===== src/rtl/max_pool_reduce.sv =====
// Reduces each 2x2 window of samples, tagged by a one-hot position selector, to its signed maximum.
// Writes one pooled value per window to base+window_index and flags completion and protocol errors.
module max_pool_reduce #(
    parameter int matrix_size = 24,
    parameter int add_size    = 20,
    parameter int data_width  = 16
) (
    input  logic                         clk,
    input  logic                         reset,
    input  logic        [add_size-1:0]   out_add_base,
    input  logic        [3:0]            sel,
    input  logic signed [data_width-1:0] data_in,
    output logic signed [data_width-1:0] max_out,
    output logic        [add_size-1:0]   out_add,
    output logic                         out_valid,
    output logic                         done,
    output logic                         err
);

    localparam logic [add_size-1:0] NUM_WINDOWS = add_size'((matrix_size - 1) * (matrix_size - 1));

    typedef enum logic [1:0] {WAIT_P0, P1, P2, P3} state_t;

    state_t                        state;
    state_t                        next_state;
    logic        [add_size-1:0]    base;
    logic        [add_size-1:0]    win_cnt;
    logic        [add_size-1:0]    win_next;
    logic signed [data_width-1:0]  run_max;
    logic signed [data_width-1:0]  cand_max;
    logic        [3:0]             expected_sel;
    logic                          start;
    logic                          advance;
    logic                          emit;
    logic                          proto_err;

    always_ff @(posedge clk) begin
        if (reset) begin
            state <= WAIT_P0;
        end else begin
            state <= next_state;
        end
    end

    // A 0001 selector always opens a fresh window, even from the middle of another one.
    always_comb begin
        next_state = state;
        if (start) begin
            next_state = P1;
        end else if (advance) begin
            case (state)
                P1:      next_state = P2;
                P2:      next_state = P3;
                default: next_state = WAIT_P0;
            endcase
        end else if (emit || proto_err) begin
            next_state = WAIT_P0;
        end
    end

    always_comb begin
        expected_sel = 4'b0001 << state;
        start        = 1'b0;
        advance      = 1'b0;
        emit         = 1'b0;
        proto_err    = 1'b0;
        if (!done && sel != 4'b0000) begin
            if (sel == 4'b0001) begin
                start     = 1'b1;
                proto_err = (state != WAIT_P0);
            end else if (sel == expected_sel) begin
                if (state == P3) begin
                    emit = 1'b1;
                end else begin
                    advance = 1'b1;
                end
            end else begin
                proto_err = 1'b1;
            end
        end
    end

    assign cand_max = (data_in > run_max) ? data_in : run_max;
    assign win_next = win_cnt + add_size'(1);

    // Address and max are only updated on a write strobe so the write port sees stable values otherwise.
    always_ff @(posedge clk) begin
        if (reset) begin
            base      <= out_add_base;
            run_max   <= '0;
            max_out   <= '0;
            out_add   <= '0;
            out_valid <= 1'b0;
            done      <= 1'b0;
            err       <= 1'b0;
            win_cnt   <= '0;
        end else begin
            out_valid <= emit;
            if (start) begin
                run_max <= data_in;
            end else if (advance) begin
                run_max <= cand_max;
            end
            if (emit) begin
                max_out <= cand_max;
                out_add <= base + win_cnt;
                win_cnt <= win_next;
                if (win_next == NUM_WINDOWS) begin
                    done <= 1'b1;
                end
            end
            if (proto_err) begin
                err <= 1'b1;
            end
        end
    end

endmodule


===== config.mk =====
export PLATFORM = sky130hd
export DESIGN_NAME = max_pool_reduce
export DESIGN_NICKNAME = d
export VERILOG_FILES = /design/src/rtl/max_pool_reduce.sv
export SDC_FILE = /design/constraint.sdc
export NUM_CORES = 1
export LEC_CHECK = 0
export CELL_PAD_IN_SITES_DETAIL_PLACEMENT = 1
export CELL_PAD_IN_SITES_GLOBAL_PLACEMENT = 1
export CORE_MARGIN = 3
export CORE_UTILIZATION = 35
export DETAILED_ROUTE_END_ITERATION = 6
export MAX_ROUTING_LAYER = met4
export PLACE_DENSITY_LB_ADDON = 0.1
export SETUP_SLACK_MARGIN = 0.2
export SYNTH_ARGS = -nofsm -noshare
export SYNTH_HDL_FRONTEND = slang
export SYNTH_SLANG_ARGS = --single-unit

===== constraint.sdc =====
create_clock -name clk -period 2.8 [get_ports clk]
set_input_delay 0.7 -clock clk [delete_from_list [all_inputs] [get_ports clk]]
set_output_delay 0.7 -clock clk [all_outputs]
set_load 0.01 [all_outputs]

-- Word-level counts from Yosys, hierarchy flattened
Cells that the tools add are included.
- equal/unequal tests: 6
- $lt $le $gt $ge: 1
- multiplexer cells: 20
- reductions and logical operators: 10
- add/subtract/negate cells: 2
- shift-type cells: 1
- operator list (cell ; count):
    $mux W16 ; 3
    $add A20 B1 Y20 const B ; 1
    $add A20 B20 Y20 ; 1
    $eq A20 B10 Y1 const B ; 1
    $gt A16 B16 Y1 ; 1
    $mux W1 ; 14
    $reduce_bool A2 Y1 ; 3
    $eq A2 B2 Y1 const B ; 2
    $eq A4 B1 Y1 const B ; 1
    $eq A4 B4 Y1 ; 1
    $mux W2 ; 2
    $pmux W2 S2 ; 1
    $reduce_bool A4 Y1 ; 1
    $shl A1 B2 Y4 const A ; 1
    $reduce_bool A3 Y1 ; 1
    $eq A2 B1 Y1 const B ; 1
    $reduce_and A2 Y1 ; 1
    $reduce_or A2 Y1 ; 1
    $logic_and A1 B1 Y1 ; 1
    $logic_not A1 Y1 ; 1
    $logic_or A1 B1 Y1 ; 1
- flip-flop bits (word level): 97
- output and inout port bits: 39
- logic and storage cells: 50
- bits of input ports: 42

-- Longest topological paths before layout
- depth after elaboration: 9
- gate-level depth with buffers: 10
- depth with buffers taken out: 8

-- Worst setup path before layout
Ideal clock, no wire load.
- path type: input to register
- start: input port data_in[15]
- end: register run_max[10]
- required time: 2.728 ns
- data arrival time: 2.566 ns
- cell stages on the path: 8
- path slack: 0.163 ns
- library setup time: 0.072 ns
- buffers on the path: 1
- path through: ha_1 -> nand4_1 -> or4_4 -> nor2_2 -> nor3_4 -> a21oi_4 -> buf_6 -> mux2i_1
- cells in the longest elaborated chain, start to end: 4
- RTL lines (what ; line ; source):
    start: declaration ; 12 ; input logic signed [data_width-1:0] data_in,
    $gt A16 B16 Y1 ; 83 ; assign cand_max = (data_in > run_max) ? data_in : run_max;
    $mux W16 ; 83 ;
    $mux W16 ; 101 ; end else if (advance) begin
    $mux W16 ; 99 ; if (start) begin
    end signal: assignment ; 100 ; run_max <= data_in;
    end signal: assignment ; 102 ; run_max <= cand_max;
    end: declaration ; 29 ; logic signed [data_width-1:0] run_max;
Every way passes these cells. The select of a mux whose other input is x is not followed.
A chain may end at the register's enable or synchronous reset.

-- Final worst setup path
- start: input port data_in[5]
- end: register max_out[13]
- cells in the longest elaborated chain, start to end: 2
- RTL lines (what ; line ; source):
    $gt A16 B16 Y1 ; 83 ;
    $mux W16 ; 83 ;
    end signal: assignment ; 105 ; max_out <= cand_max;
    end: declaration ; 13 ; output logic signed [data_width-1:0] max_out,
Every way passes these cells.

==> run_results.csv <==
group,metric,value,unit
run_status,outcome,"finished, final reports clean",
timing,relSlewSlack,58.32,%
die,core.rowCount,46,
detailed_routing,route.layer.met1.wl,7701,um
worst_hold_path,hold-path-cell-count,2,
layout,drive_above_1_share,19.09,%
clock_tree,cts_clock_pin_slew_for_the_worst_setup_and_hold_paths,0.07,ns
clock_tree,cts_htree_levels,3,
die,floorplan.initialDensity,36.17,%
yosys,yosys.cell_types.count,67,
yosys,postSynth.topFlopCell,"sky130_fd_sc_hd__dfxtp_1",
clock_tree,clk_sink_count,97,
clock_tree,holdBufCountCts,0,
worst_hold_path,hold_path.startpoint,"out_add[10]",
die,dieArea,18240,um2
clock_tree,cts_bufs_inserted,9,
worst_setup_path,worst_path_largest_cell_delay,0.56,ns
timing,layout_worst_path_cycle_share,90.80,%
detailed_routing,length_of_the_first_detailed_routing_pass_in_iterations,4,
layout,syn2layout_area_growth,36.60,%
placement,dp_slack,-0.4122,ns
power_and_ir_drop,power.leakage,3.035,nW
worst_hold_path,min_to,"out_add[10]",
die,top_level_ports,81,
timing,report.final.hold_viol_count,0,
detailed_routing,drc,0,
yosys,async_flop_share,0,%
worst_setup_path,crit_buf_inv,3,
power_and_ir_drop,pwr_density_cell,399.3,nW/um2
detailed_routing,finalWirelength,17140,um
power_and_ir_drop,peak_supply_drop,334.6,uV
worst_setup_path,ff2ff_setup_slack,0.28,ns
yosys,synth.yosys.warnings,0,
worst_setup_path,rr_startpoint,"base[11]",
detailed_routing,antenna_violating_nets_post_route,0,
timing,unrepaired_setup_endpoints_after_global_routing,"no",
timing,post-route-worst-setup-slack,0.2575,ns
global_routing,global_route_wire_length_before_repair,27500,um
yosys,postSynthCellCount,659,
worst_setup_path,path_cells,"dlygate4sd2_1, ha_4, nand2_1, or4_4, o2111ai_4, buf_6, buf_6, nand3_1, a311oi_1",
detailed_routing,vias,5316,
clock_tree,clock_insertion_delay_worst_skew,0.35,ns
worst_setup_path,endpoint_kind,"register",
worst_setup_path,setup.worst_path.class,"in -> reg",
layout,layout_common_cells,"sky130_fd_sc_hd__dfxtp_1 (76), sky130_fd_sc_hd__nor2_1 (64), sky130_fd_sc_hd__buf_4 (61)",
yosys,synthesis.area,5829,um2
worst_hold_path,worstHoldPathType,"reg -> reg",
placement,portBuffers,80,
flow_run,max_cap_viol_count,0,
worst_setup_path,critPathMaxFanout,5,
worst_setup_path,path_common_cell,"sky130_fd_sc_hd__buf_6",
detailed_routing,dr.max_layer_used,"met4",
worst_setup_path,timing.reg2reg.worst_path_depth,7,
layout,finish.cell_count_without_fillers,1007,
layout,layout.cells.most_common,"sky130_fd_sc_hd__dfxtp_1",
timing,maxClockFrequency,393.3,MHz
yosys,post_synth.cell_area_avg,8.846,um2
placement,placedCellCount,974,
yosys,share_of_synthesized_area_occupied_by_flip_flops_and_latches,36.75,%
worst_setup_path,crit-reg2reg-capture,"out_add[18]",
global_routing,number_of_antenna_violations_at_the_first_check_in_global_routing,0,
placement,gpl.final_weighted_congestion,0.8505,
timing,final-max-slew-violation-count,0,
clock_tree,tritoncts,"yes",
placement,dp_hpwl,12200,um
timing,tightestPinTransition,0.6252,ns
yosys,synth_enable_flop_cells,20,
worst_setup_path,worst_ep_required_time,3.06,ns
power_and_ir_drop,finalPower,3.179,mW
timing,fin_crit,2.542,ns
layout,layout.nets,871,
die,die_width,135.1,um
global_routing,grt_pass1_vias,5427,
detailed_routing,met3_wirelength,388,um
worst_setup_path,path_delay_family,"simple AND/OR/NAND/NOR gates",
worst_setup_path,timing.critical_path.arrival,2.80,ns
layout,antennaDiodeCount,0,
detailed_routing,vias_per_cell,5.279,
detailed_routing,drt-initial-drc-count,228,
detailed_routing,met2WireLength,8857,um
timing,timing.final.setup_violations,0,
worst_setup_path,crit_path_start_kind,"input pin",
detailed_routing,detail_route.wl_per_cell,17.02,um
yosys,postSynthNetCount,744,
worst_setup_path,crit_path_top_delay_cell,"sky130_fd_sc_hd__or4_4",
yosys,synth_seq_cells,97,
global_routing,grt_max_degree,57,
global_routing,grt.overflow.total,0,
clock_tree,ctsLongestPathBuffers,2,
global_routing,track_usage,19.27,%
die,fp.dieH,135.1,um
timing,finalClockSkew,0.006755,ns
die,core-area,16120,um2
clock_tree,ctsRootBufferMaster,"sky130_fd_sc_hd__clkbuf_16",
timing,tns,0,ns
[power breakdown]
group	switching (mW)	total [mW]	leakage [nW]	internal [mW]
Combinational	0.209	0.422	2.07	0.213
Clock	0.576	1.27	0.147	0.699
Sequential	0.0214	1.48	0.818	1.46
[synthesized netlist by cell type, types with 6 or more instances]
master | number | area [um2]
sky130_fd_sc_hd__a211oi_1 | 10 | 75.07
sky130_fd_sc_hd__a21o_1 | 8 | 60.06
sky130_fd_sc_hd__a21oi_1 | 31 | 155.2
sky130_fd_sc_hd__a311oi_1 | 18 | 157.7
sky130_fd_sc_hd__a31oi_1 | 6 | 37.54
sky130_fd_sc_hd__and2_1 | 6 | 37.54
sky130_fd_sc_hd__clkbuf_1 | 27 | 101.4
sky130_fd_sc_hd__dfxtp_1 | 77 | 1541
sky130_fd_sc_hd__edfxtp_1 | 20 | 600.6
sky130_fd_sc_hd__ha_1 | 42 | 525.5
sky130_fd_sc_hd__inv_1 | 28 | 105.1
sky130_fd_sc_hd__mux2i_1 | 17 | 170.2
sky130_fd_sc_hd__nand2_1 | 40 | 150.1
sky130_fd_sc_hd__nand2b_1 | 37 | 231.5
sky130_fd_sc_hd__nand3_1 | 29 | 145.1
sky130_fd_sc_hd__nand3b_1 | 7 | 52.55
sky130_fd_sc_hd__nand4_1 | 13 | 81.33
sky130_fd_sc_hd__nor2_1 | 65 | 244.0
sky130_fd_sc_hd__nor3_1 | 13 | 65.06
sky130_fd_sc_hd__nor4_1 | 6 | 37.54
sky130_fd_sc_hd__o21ai_0 | 23 | 115.1
sky130_fd_sc_hd__o21ai_1 | 10 | 50.05
sky130_fd_sc_hd__or3_1 | 6 | 37.54
sky130_fd_sc_hd__xnor2_1 | 24 | 210.2
sky130_fd_sc_hd__xor2_1 | 7 | 61.31
[area by class of cell]
cell class,instances,area (um2)
fillers,1838,8153
multi-input cells,496,3679
flip-flops and latches,97,2143
repair buffers,154,1470
well taps,216,270.3
clock buffers,10,229.0
inverters,28,105.1
clock inverters,6,66.31
[cells by family after synthesis]
family	share of synthesized area (%)
buffers and inverters	4.872
DFF	36.75
AOI/OAI and AO/OA	16.63
and+or+nand+nor	24.81
xor gates and xnor gates	4.658
muxes	2.919
adders and majority gates	9.358
[tightest hold or removal path, delay by kind of cell, from the launching register on]
family	cells	cell delay [ns]
AO/OA/AOI/OAI	1	0.05
AND/OR/NAND/NOR	1	0.05
flip-flops	1	0.31
[repair_timing]
action	4_1_cts	5_1_grt
gates resized for setup	39	40
setup buffers	7	8
endpoints found under the setup margin	38	37
pin swaps	28	24
cloned	2	0
[layer usage]
| metal | track usage, % | vias to the layer above |
|---|---|---|
| met5 | - | - |
| met4 | 5.151 | 0 |
| met2 | 34.02 | 73 |
| met1 | 22.88 | 2594 |
| li1 | - | 2633 |
| met3 | 3.092 | 16 |
[registers in the layout, summed over array words and instances, names as in the netlist]
register	count
out_valid	1
state	2
win_cnt	20
max_out	16
out_add	20
run_max	16
err	1
base	20
done	1
[per-stage QoR]
| step | area (um2) | hold slack [ns] | util (%) |
|---|---|---|---|
| after floorplan | 5837 | 0.4616 | - |
| after global placement | 7247 | 0.4420 | 44.97 |
| after detailed placement | 7247 | 0.4508 | 44.97 |
| after CTS | 7710 | 0.4616 | 47.84 |
| after global routing | 7963 | 0.4856 | 49.41 |
| final | 7963 | 0.4572 | 49.41 |
[worst max path at each step]
stage                     start  slack [ns]  cells past startpoint          end
CTS                  data_in[8]        0.20                      9  run_max[14]
finish               data_in[5]        0.26                      9  max_out[13]
global route           base[11]        0.18                      7  out_add[18]
floorplan           data_in[15]        0.21                      8  run_max[10]
global placement     data_in[9]       -0.33                      9   max_out[4]
detailed placement  data_in[13]       -0.41                      9  max_out[12]
Note: power is estimated with default switching activity, not from simulation.
